$ cat src/rtl/camera_emulator.sv
// Sensor-style frame generator: emits FRAME_VALID/LINE_VALID/DATA_OUT timing
// like a parallel CMOS sensor, with four selectable test patterns, a
// frame-done pulse and a wrapping completed-frame counter.
module camera_emulator #(
  parameter int H        = 752,
  parameter int V        = 480,
  parameter int HB       = 94,
  parameter int FV_LEAD  = 2,
  parameter int FV_TRAIL = 2,
  parameter int VB       = 1000
) (
  input  logic       CLK,
  input  logic       RST,
  input  logic       ENABLE,
  input  logic [1:0] MODE,
  output logic       FRAME_VALID,
  output logic       LINE_VALID,
  output logic [9:0] DATA_OUT,
  output logic       FRAME_DONE,
  output logic [7:0] FRAME_COUNT
);

  localparam int CW    = (H > 1) ? $clog2(H) : 1;
  localparam int LW    = (V > 1) ? $clog2(V) : 1;
  localparam int BMAX1 = (HB > FV_LEAD) ? HB : FV_LEAD;
  localparam int BMAX2 = (FV_TRAIL > VB) ? FV_TRAIL : VB;
  localparam int BMAX  = (BMAX1 > BMAX2) ? BMAX1 : BMAX2;
  localparam int BW    = (BMAX > 1) ? $clog2(BMAX) : 1;

  typedef enum logic [2:0] {
    IDLE,
    LEAD,
    ACTIVE,
    HBLANK,
    TRAIL,
    VBLANK
  } state_t;

  state_t          state;
  logic [CW-1:0]   col;
  logic [LW-1:0]   line;
  logic [BW-1:0]   cnt;
  logic [1:0]      mode_r;

  // Pattern value for a pixel position; operands arrive zero-extended to 10 bits.
  function automatic logic [9:0] pix(input logic [1:0] m, input logic [9:0] c,
                                     input logic [9:0] l, input logic [9:0] f);
    case (m)
      2'd0:    pix = c;
      2'd1:    pix = l;
      2'd2:    pix = {10{c[3] ^ l[3]}};
      default: pix = c + l + f;
    endcase
  endfunction

  // Frame timing FSM; outputs are assigned on the transition into the cycle
  // they describe, so every output is a plain register aligned with state.
  always_ff @(posedge CLK) begin
    if (RST) begin
      state       <= IDLE;
      col         <= '0;
      line        <= '0;
      cnt         <= '0;
      mode_r      <= '0;
      FRAME_VALID <= 1'b0;
      LINE_VALID  <= 1'b0;
      DATA_OUT    <= '0;
      FRAME_DONE  <= 1'b0;
      FRAME_COUNT <= '0;
    end else begin
      FRAME_DONE <= 1'b0;
      case (state)
        IDLE: begin
          if (ENABLE) begin
            state       <= LEAD;
            cnt         <= '0;
            mode_r      <= MODE;
            FRAME_VALID <= 1'b1;
          end
        end
        LEAD: begin
          if (cnt == BW'(FV_LEAD - 1)) begin
            state      <= ACTIVE;
            cnt        <= '0;
            col        <= '0;
            line       <= '0;
            LINE_VALID <= 1'b1;
            DATA_OUT   <= pix(mode_r, 10'd0, 10'd0, 10'(FRAME_COUNT));
          end else begin
            cnt <= cnt + 1'b1;
          end
        end
        ACTIVE: begin
          if (col == CW'(H - 1)) begin
            LINE_VALID <= 1'b0;
            DATA_OUT   <= '0;
            cnt        <= '0;
            state      <= (line == LW'(V - 1)) ? TRAIL : HBLANK;
          end else begin
            col      <= col + 1'b1;
            DATA_OUT <= pix(mode_r, 10'(col + 1'b1), 10'(line), 10'(FRAME_COUNT));
          end
        end
        HBLANK: begin
          if (cnt == BW'(HB - 1)) begin
            state      <= ACTIVE;
            cnt        <= '0;
            col        <= '0;
            line       <= line + 1'b1;
            LINE_VALID <= 1'b1;
            DATA_OUT   <= pix(mode_r, 10'd0, 10'(line + 1'b1), 10'(FRAME_COUNT));
          end else begin
            cnt <= cnt + 1'b1;
          end
        end
        TRAIL: begin
          if (cnt == BW'(FV_TRAIL - 1)) begin
            state       <= VBLANK;
            cnt         <= '0;
            FRAME_VALID <= 1'b0;
            FRAME_DONE  <= 1'b1;
            FRAME_COUNT <= FRAME_COUNT + 8'd1;
          end else begin
            cnt <= cnt + 1'b1;
          end
        end
        VBLANK: begin
          if (cnt == BW'(VB - 1)) begin
            cnt <= '0;
            if (ENABLE) begin
              state       <= LEAD;
              mode_r      <= MODE;
              FRAME_VALID <= 1'b1;
            end else begin
              state <= IDLE;
            end
          end else begin
            cnt <= cnt + 1'b1;
          end
        end
        default: state <= IDLE;
      endcase
    end
  end

endmodule

$ cat config.mk
export PLATFORM = sky130hd
export DESIGN_NAME = camera_emulator
export DESIGN_NICKNAME = d
export VERILOG_FILES = /design/src/rtl/camera_emulator.sv
export SDC_FILE = /design/constraint.sdc
export NUM_CORES = 1
export LEC_CHECK = 0
export BUFFER_PORTS_ARGS = -buffer_cell sky130_fd_sc_hd__clkbuf_2
export CAP_MARGIN = 10
export CELL_PAD_IN_SITES_DETAIL_PLACEMENT = 0
export CELL_PAD_IN_SITES_GLOBAL_PLACEMENT = 1
export CORE_ASPECT_RATIO = 0.7
export CORE_MARGIN = 5
export CORE_UTILIZATION = 45
export CTS_BUF_LIST = sky130_fd_sc_hd__clkbuf_16
export CTS_CLUSTER_SIZE = 40
export DETAILED_ROUTE_END_ITERATION = 8
export PLACE_DENSITY = 0.76
export SYNTH_ARGS = -nofsm -noshare
export SYNTH_HDL_FRONTEND = slang
export SYNTH_SLANG_ARGS = --single-unit
$ cat constraint.sdc
create_clock -name CLK -period 5.7 [get_ports CLK]
set_input_delay 1.14 -clock CLK [delete_from_list [all_inputs] [get_ports CLK]]
set_output_delay 1.14 -clock CLK [all_outputs]
set_load 0.02 [all_outputs]
==> Word level (Yosys, flattened, before mapping) <==
Index checks and enable logic that the tools add are counted.
{ "op_classes": {"order_cmp": 0, "shifts": 0, "div": 0, "muxes": 41, "add_sub_neg": 8, "reduce_logical": 19, "mul": 0, "eq_ne": 19, "bitwise": 2} }
{ "op_table": {"columns": ["cell", "n"], "rows": [
  ["one-hot mux 10 bit (3 select lines)", 4],
  ["two-way mux 10 bit", 11],
  ["one-hot mux 10 bit (5 select lines)", 1],
  ["two-way mux 3 bit", 7],
  ["adder 10 x 1 -> 10 bit (second input constant)", 2],
  ["adder 10 x 8 -> 10 bit", 2],
  ["equality test 10 bit (second input constant)", 2],
  ["two-way mux 9 bit", 2],
  ["one-hot mux 3 bit (6 select lines)", 1],
  ["one-hot mux 9 bit (2 select lines)", 1],
  ["inequality test 2 bit (second input constant)", 7],
  ["AND reduction 3 bit", 4],
  ["adder 10 x 9 -> 10 bit", 1],
  ["adder 9 x 1 -> 10 bit (second input constant)", 1],
  ["equality test 10 x 1 -> 1 bit (second input constant)", 1],
  ["equality test 10 x 7 -> 1 bit (second input constant)", 1],
  ["adder 9 x 1 -> 9 bit (second input constant)", 1],
  ["equality test 9 bit (second input constant)", 1],
  ["adder 8 x 1 -> 8 bit (second input constant)", 1],
  ["two-way mux 1 bit", 8],
  ["two-way mux 8 bit", 1],
  ["AND reduction 4 bit", 2],
  ["equality test 3 x 2 -> 1 bit (second input constant)", 2],
  ["equality test 3 bit (second input constant)", 2],
  ["other kinds (17)", 23]
]} }
{ "word_totals": {"mem_count": 0, "out_inout_bits": 21, "ff_bits": 55, "input_bits": 5, "romBits": 0, "latch_bits": 0, "ram_bits": 0} }

==> Logic depth before layout (Yosys ltp) <==
{ "logic_depth": {"word_depth": 6, "ltp_mapped": 12, "depth_no_buf": 12} }

==> Worst setup path after synthesis <==
OpenSTA, ideal clock, no wires.
{ "synth_path": {"path_kind": "flip-flop to flip-flop", "start": "reg col[0]", "end": "reg DATA_OUT[6]", "stages_incl_launch_ff": 13, "slack_ps": 2737, "synth_period_minus_slack_ps": 2963, "setup_ps": 81, "n_path_buf": 1, "t_required_ps": 5619, "t_arrival_ps": 2883, "path_cell_list": "dfxtp_1 -> ha_1 -> and3_1 -> buf_2 -> xor2_1 -> fa_1 -> ha_1 -> o21ai_0 -> o21bai_1 -> a21oi_1 -> xor2_1 -> a221o_1 -> a41oi_1"} }
{ "synth_via": {"elab_chain_len": 6, "word_cells_on_any_way": 8, "classes_between": "3 x add/sub; 1 x eq/ne; 3 x mux; 1 x bitwise"} }
{ "synth_lines": {"columns": ["item", "line_no", "text"], "rows": [
  ["from (decl)", "40", "logic [CW-1:0] col;"],
  ["from (signal assigned)", "100", "col <= col + 1'b1;"],
  ["adder 10 x 1 -> 10 bit", "101", "DATA_OUT <= pix(mode_r, 10'(col + 1'b1), 10'(line), 10'(FRAME_COUNT));"],
  ["adder 10 x 9 -> 10 bit", "52", "default: pix = c + l + f;"],
  ["adder 10 x 8 -> 10 bit", "52", null],
  ["one-hot mux 10 bit (3 select lines)", "48", "case (m)"],
  ["two-way mux 10 bit (*)", "94", "if (col == CW'(H - 1)) begin"],
  ["one-hot mux 10 bit (3 select lines) (*)", "72", "case (state)"],
  ["to (signal assigned)", "88", "DATA_OUT <= pix(mode_r, 10'd0, 10'd0, 10'(FRAME_COUNT));"],
  ["to (signal assigned)", "101", null],
  ["to (signal assigned)", "111", "DATA_OUT <= pix(mode_r, 10'd0, 10'(line + 1'b1), 10'(FRAME_COUNT));"],
  ["to (decl)", "18", "output logic [9:0] DATA_OUT,"]
]} }
Mark *: on every way between the ends. The rest lies on a longest branch, timed or not.
A chain may end at the register's enable or synchronous reset.

==> Final worst setup path <==
Same ends and word-level chain as after synthesis.

==> impl_metrics.env <==
export IMPL_status="completed"
export IMPL_synth_seq_cells=55
export IMPL_p_clk_share_pct=31.0
export IMPL_finClkSkew_ns=0.00813
export IMPL_dr_first_iter_drc_count=278
export IMPL_antenna_found_initial=0
export IMPL_clkTransAtPathRegs_ns=0.08
export IMPL_intPower_mw=0.648
export IMPL_crit_path_start="col[0]$_SDFFE_PP0P_"
export IMPL_ctsHoldBuffers=0
export IMPL_preCtsSetupSlack_ns=2.30
export IMPL_cts_buffer_depth=2
export IMPL_timing_reg2reg_setup_slack_ns=2.24
export IMPL_post_route_period_util_pct=60.7
export IMPL_hp_class="reg2reg"
export IMPL_place_hpwl_mm=9.79
export IMPL_final_hold_viol_count=0
export IMPL_critPathRequiredTime_ns=5.92
export IMPL_power_leakage_nw=1.74
export IMPL_clk_latency_ns=0.30
export IMPL_via_per_inst=6.07
export IMPL_postSynthAreaPerCell_um2=8.02
export IMPL_ir_worst_vdd_v=0.000136
export IMPL_critPathMaxFanout=8
export IMPL_setup_viol=0
export IMPL_critPathCaptureType="flip-flop"
export IMPL_post_cts_buffers=0
export IMPL_antennaDiodeCount=0
export IMPL_power_mw=1.00
export IMPL_cts_resized=0
export IMPL_cp_data_arrival_time_ns=3.68
export IMPL_fin_ws_ns=2.24
export IMPL_switching_share_pct=35.5
export IMPL_antenna_left=0
export IMPL_cts_tree="built"
export IMPL_drive_above_1_share_pct=9.09
export IMPL_crit_buf_inv=0
export IMPL_ys_types=70
export IMPL_die_area_um2=11400
export IMPL_vias=4027
export IMPL_cts_max_level=2
export IMPL_drv_cap=0
export IMPL_fin_crit_ns=3.46
export IMPL_grt_pass1_vias=3639
export IMPL_grt_ovfl_total=0
export IMPL_p_sw_mw=0.356
export IMPL_async_reset_ff_share_pct=0
export IMPL_die_x_um=126
export IMPL_r2r_start="col[0]$_SDFFE_PP0P_"
export IMPL_io_pins=26
export IMPL_crit_path_end="DATA_OUT[6]$_SDFFE_PP0P_"
export IMPL_whs_ns=0.474
export IMPL_wl_per_cell_um=19.4
export IMPL_fillCellCount=944
export IMPL_gp_congestion=0.959
export IMPL_drc_errors=0
export IMPL_port_buffers=25
export IMPL_drv_slew=0
export IMPL_fin_tns_setup_ns=0
export IMPL_rows=29
export IMPL_synth_edff_count=0
export IMPL_crit_path_start_kind="flip-flop"
export IMPL_slew_headroom_pct=44.9
export IMPL_syn_nets=563
export IMPL_syn_inst=526
export IMPL_core_um2=9110
export IMPL_nets=575
export IMPL_worstSetupPathDepth=11
export IMPL_fp_dieH_um=91.0
export IMPL_initial_utilization_pct=46.3
export IMPL_first_pass_iters=4
export IMPL_cpPeakStageDelay_ns=0.47
export IMPL_numCtsBuffers=5
export IMPL_grt_use_total_pct=22.0
export IMPL_yosys_warnings=0
export IMPL_worstSetupPathType="reg2reg"
export IMPL_cts_root_buf="clkbuf_16"
export IMPL_synth_top_flop_cell="dfxtp_1"
export IMPL_critPathTopFamily="adder cells"
export IMPL_cts_sinks=55
export IMPL_tightest_slew_ns=0.824
export IMPL_synthToLayoutAreaGrowth_pct=8.24
export IMPL_ys_seq_area_share_pct=26.1
export IMPL_cp_slowest_cell="dfxtp_1"
export IMPL_worstPathCellList="ha_1 > and3_1 > xor2_1 > fa_1 > ha_1 > o21ai_0 > o21bai_1 > a21oi_1 > xor2_1 > a221o_1 > a41oi_1"
export IMPL_r2r_end="DATA_OUT[6]$_SDFFE_PP0P_"
export IMPL_reg2reg_depth=11
export IMPL_clock_fmax_mhz=289
export IMPL_synth_area_um2=4220
export IMPL_grt_pass1_wl_mm=20.1
export IMPL_pwr_density_cell_nw_per_um2=220
export IMPL_routed_wl_mm=12.9
export IMPL_rsz0062_at_grt="false"
export IMPL_grt_max_degree=49
export IMPL_pwr_share_comb_pct=26.0
export IMPL_pwr_share_seq_pct=43.0
-- placed cells by master, fill, tap and decap left out, drive strengths merged, types with 10 or more instances in the layout --
master,count
nor2,58
nand4,11
inv,19
o21ai,18
ha,22
fa,10
clkbuf,30
xor2,21
dfxtp,55
nand2,42
nand3,28
a21oi,42
nor3,14
xnor2,17
a31oi,12
-- Yosys cell counts (3+ instances only) --
| library cell | count | area (um^2) |
|---|---|---|
| mux2i_1 | 6 | 60.1 |
| a311oi_1 | 4 | 35.0 |
| inv_1 | 18 | 67.6 |
| buf_2 | 5 | 25.0 |
| a211oi_1 | 6 | 45.0 |
| a21oi_1 | 42 | 210 |
| or3_1 | 4 | 25.0 |
| nor3_1 | 14 | 70.1 |
| o21ai_0 | 18 | 90.1 |
| nand2b_1 | 8 | 50.1 |
| xnor2_1 | 17 | 149 |
| a31oi_1 | 11 | 68.8 |
| nor2b_1 | 7 | 43.8 |
| nor4_1 | 8 | 50.1 |
| and3_1 | 6 | 37.5 |
| a21o_1 | 5 | 37.5 |
| o22ai_1 | 8 | 50.1 |
| xor2_1 | 21 | 184 |
| ha_1 | 22 | 275 |
| nand4_1 | 11 | 68.8 |
| nor2_1 | 57 | 214 |
| and2_1 | 8 | 50.1 |
| o31ai_1 | 4 | 30.0 |
| clkbuf_1 | 17 | 63.8 |
| o221ai_1 | 3 | 26.3 |
| dfxtp_1 | 55 | 1100 |
| nand2_1 | 42 | 158 |
| o21a_1 | 4 | 30.0 |
| a221oi_1 | 3 | 26.3 |
| a41oi_1 | 3 | 26.3 |
| fa_1 | 10 | 200 |
| a21boi_0 | 3 | 22.5 |
| nand3_1 | 28 | 140 |
-- layout make-up --
cell class                 instances  area (um^2)  share of cell area, %
multi-input combinational        428         2940                   64.4
sequential                        55         1100                   24.1
tap                              124          155                   3.40
clock inverter                     3         16.3                  0.356
clock buffer                       5          125                   2.74
inverter                          19         71.3                   1.56
timing repair buffer              29          155                   3.40
-- layer usage --
layer | global-route usage (%) | part of all wire (%) | vias to the layer above
li1 | - | - | 1954
met2 | 30.5 | 40 | 119
met4 | 2.77 | 0.68 | 0
met1 | 35.5 | 53 | 1945
met5 | 0 | 0 | -
met3 | 4.40 | 6.0 | 9
-- state kept, by name (all words and copies together), names as in the netlist, 2 cells and up --
name         flops
DATA_OUT        10
cnt             10
col             10
line             9
FRAME_COUNT      8
state            3
mode_r           2
-- worst min-delay path, cell delays in order (launching register included) --
cell	delay (ns)
dfxtp_1	0.33
inv_1	0.06
o2bb2ai_1	0.05
-- power by group through the flow --
stage                     clock network (mW)  registers (mW)  logic, mW
after global routing                   0.333           0.435      0.281
after floorplan                            0           0.436      0.183
after detailed placement                   0           0.439      0.255
after CTS                              0.317           0.431      0.257
final                                  0.312           0.432      0.261
after global placement                     0           0.438      0.257
-- logic make-up (layout without fill, tap and decap cells) --
family | Yosys count | after routing | share of synthesized area (%)
buf+inv | 43 | 56 | 4.15
fa+ha+maj | 33 | 33 | 11.5
xor+xnor | 40 | 40 | 8.96
simple gates | 206 | 206 | 25.0
compound gates | 142 | 142 | 22.6
flops | 55 | 55 | 26.1
mux | 7 | 7 | 1.69
-- through the flow --
step	cells	cell area, um^2	utilization (%)
floorplan	526	4220	-
global placement	655	4430	48.6
detailed placement	655	4430	48.6
CTS	663	4570	50.1
global route	663	4570	50.1
finish	663	4570	50.1
-- worst min-delay path by stage --
stage,start,to,slack (ns),cells after the start
after floorplan,col[7]$_SDFFE_PP0P_,col[7]$_SDFFE_PP0P_,0.44,2
after global placement,col[7]$_SDFFE_PP0P_,col[7]$_SDFFE_PP0P_,0.46,2
after detailed placement,col[7]$_SDFFE_PP0P_,col[7]$_SDFFE_PP0P_,0.47,2
after CTS,col[7]$_SDFFE_PP0P_,col[7]$_SDFFE_PP0P_,0.48,2
after global routing,col[7]$_SDFFE_PP0P_,col[7]$_SDFFE_PP0P_,0.50,2
final,col[7]$_SDFFE_PP0P_,col[7]$_SDFFE_PP0P_,0.47,2
(Power assumes the default switching activity.)
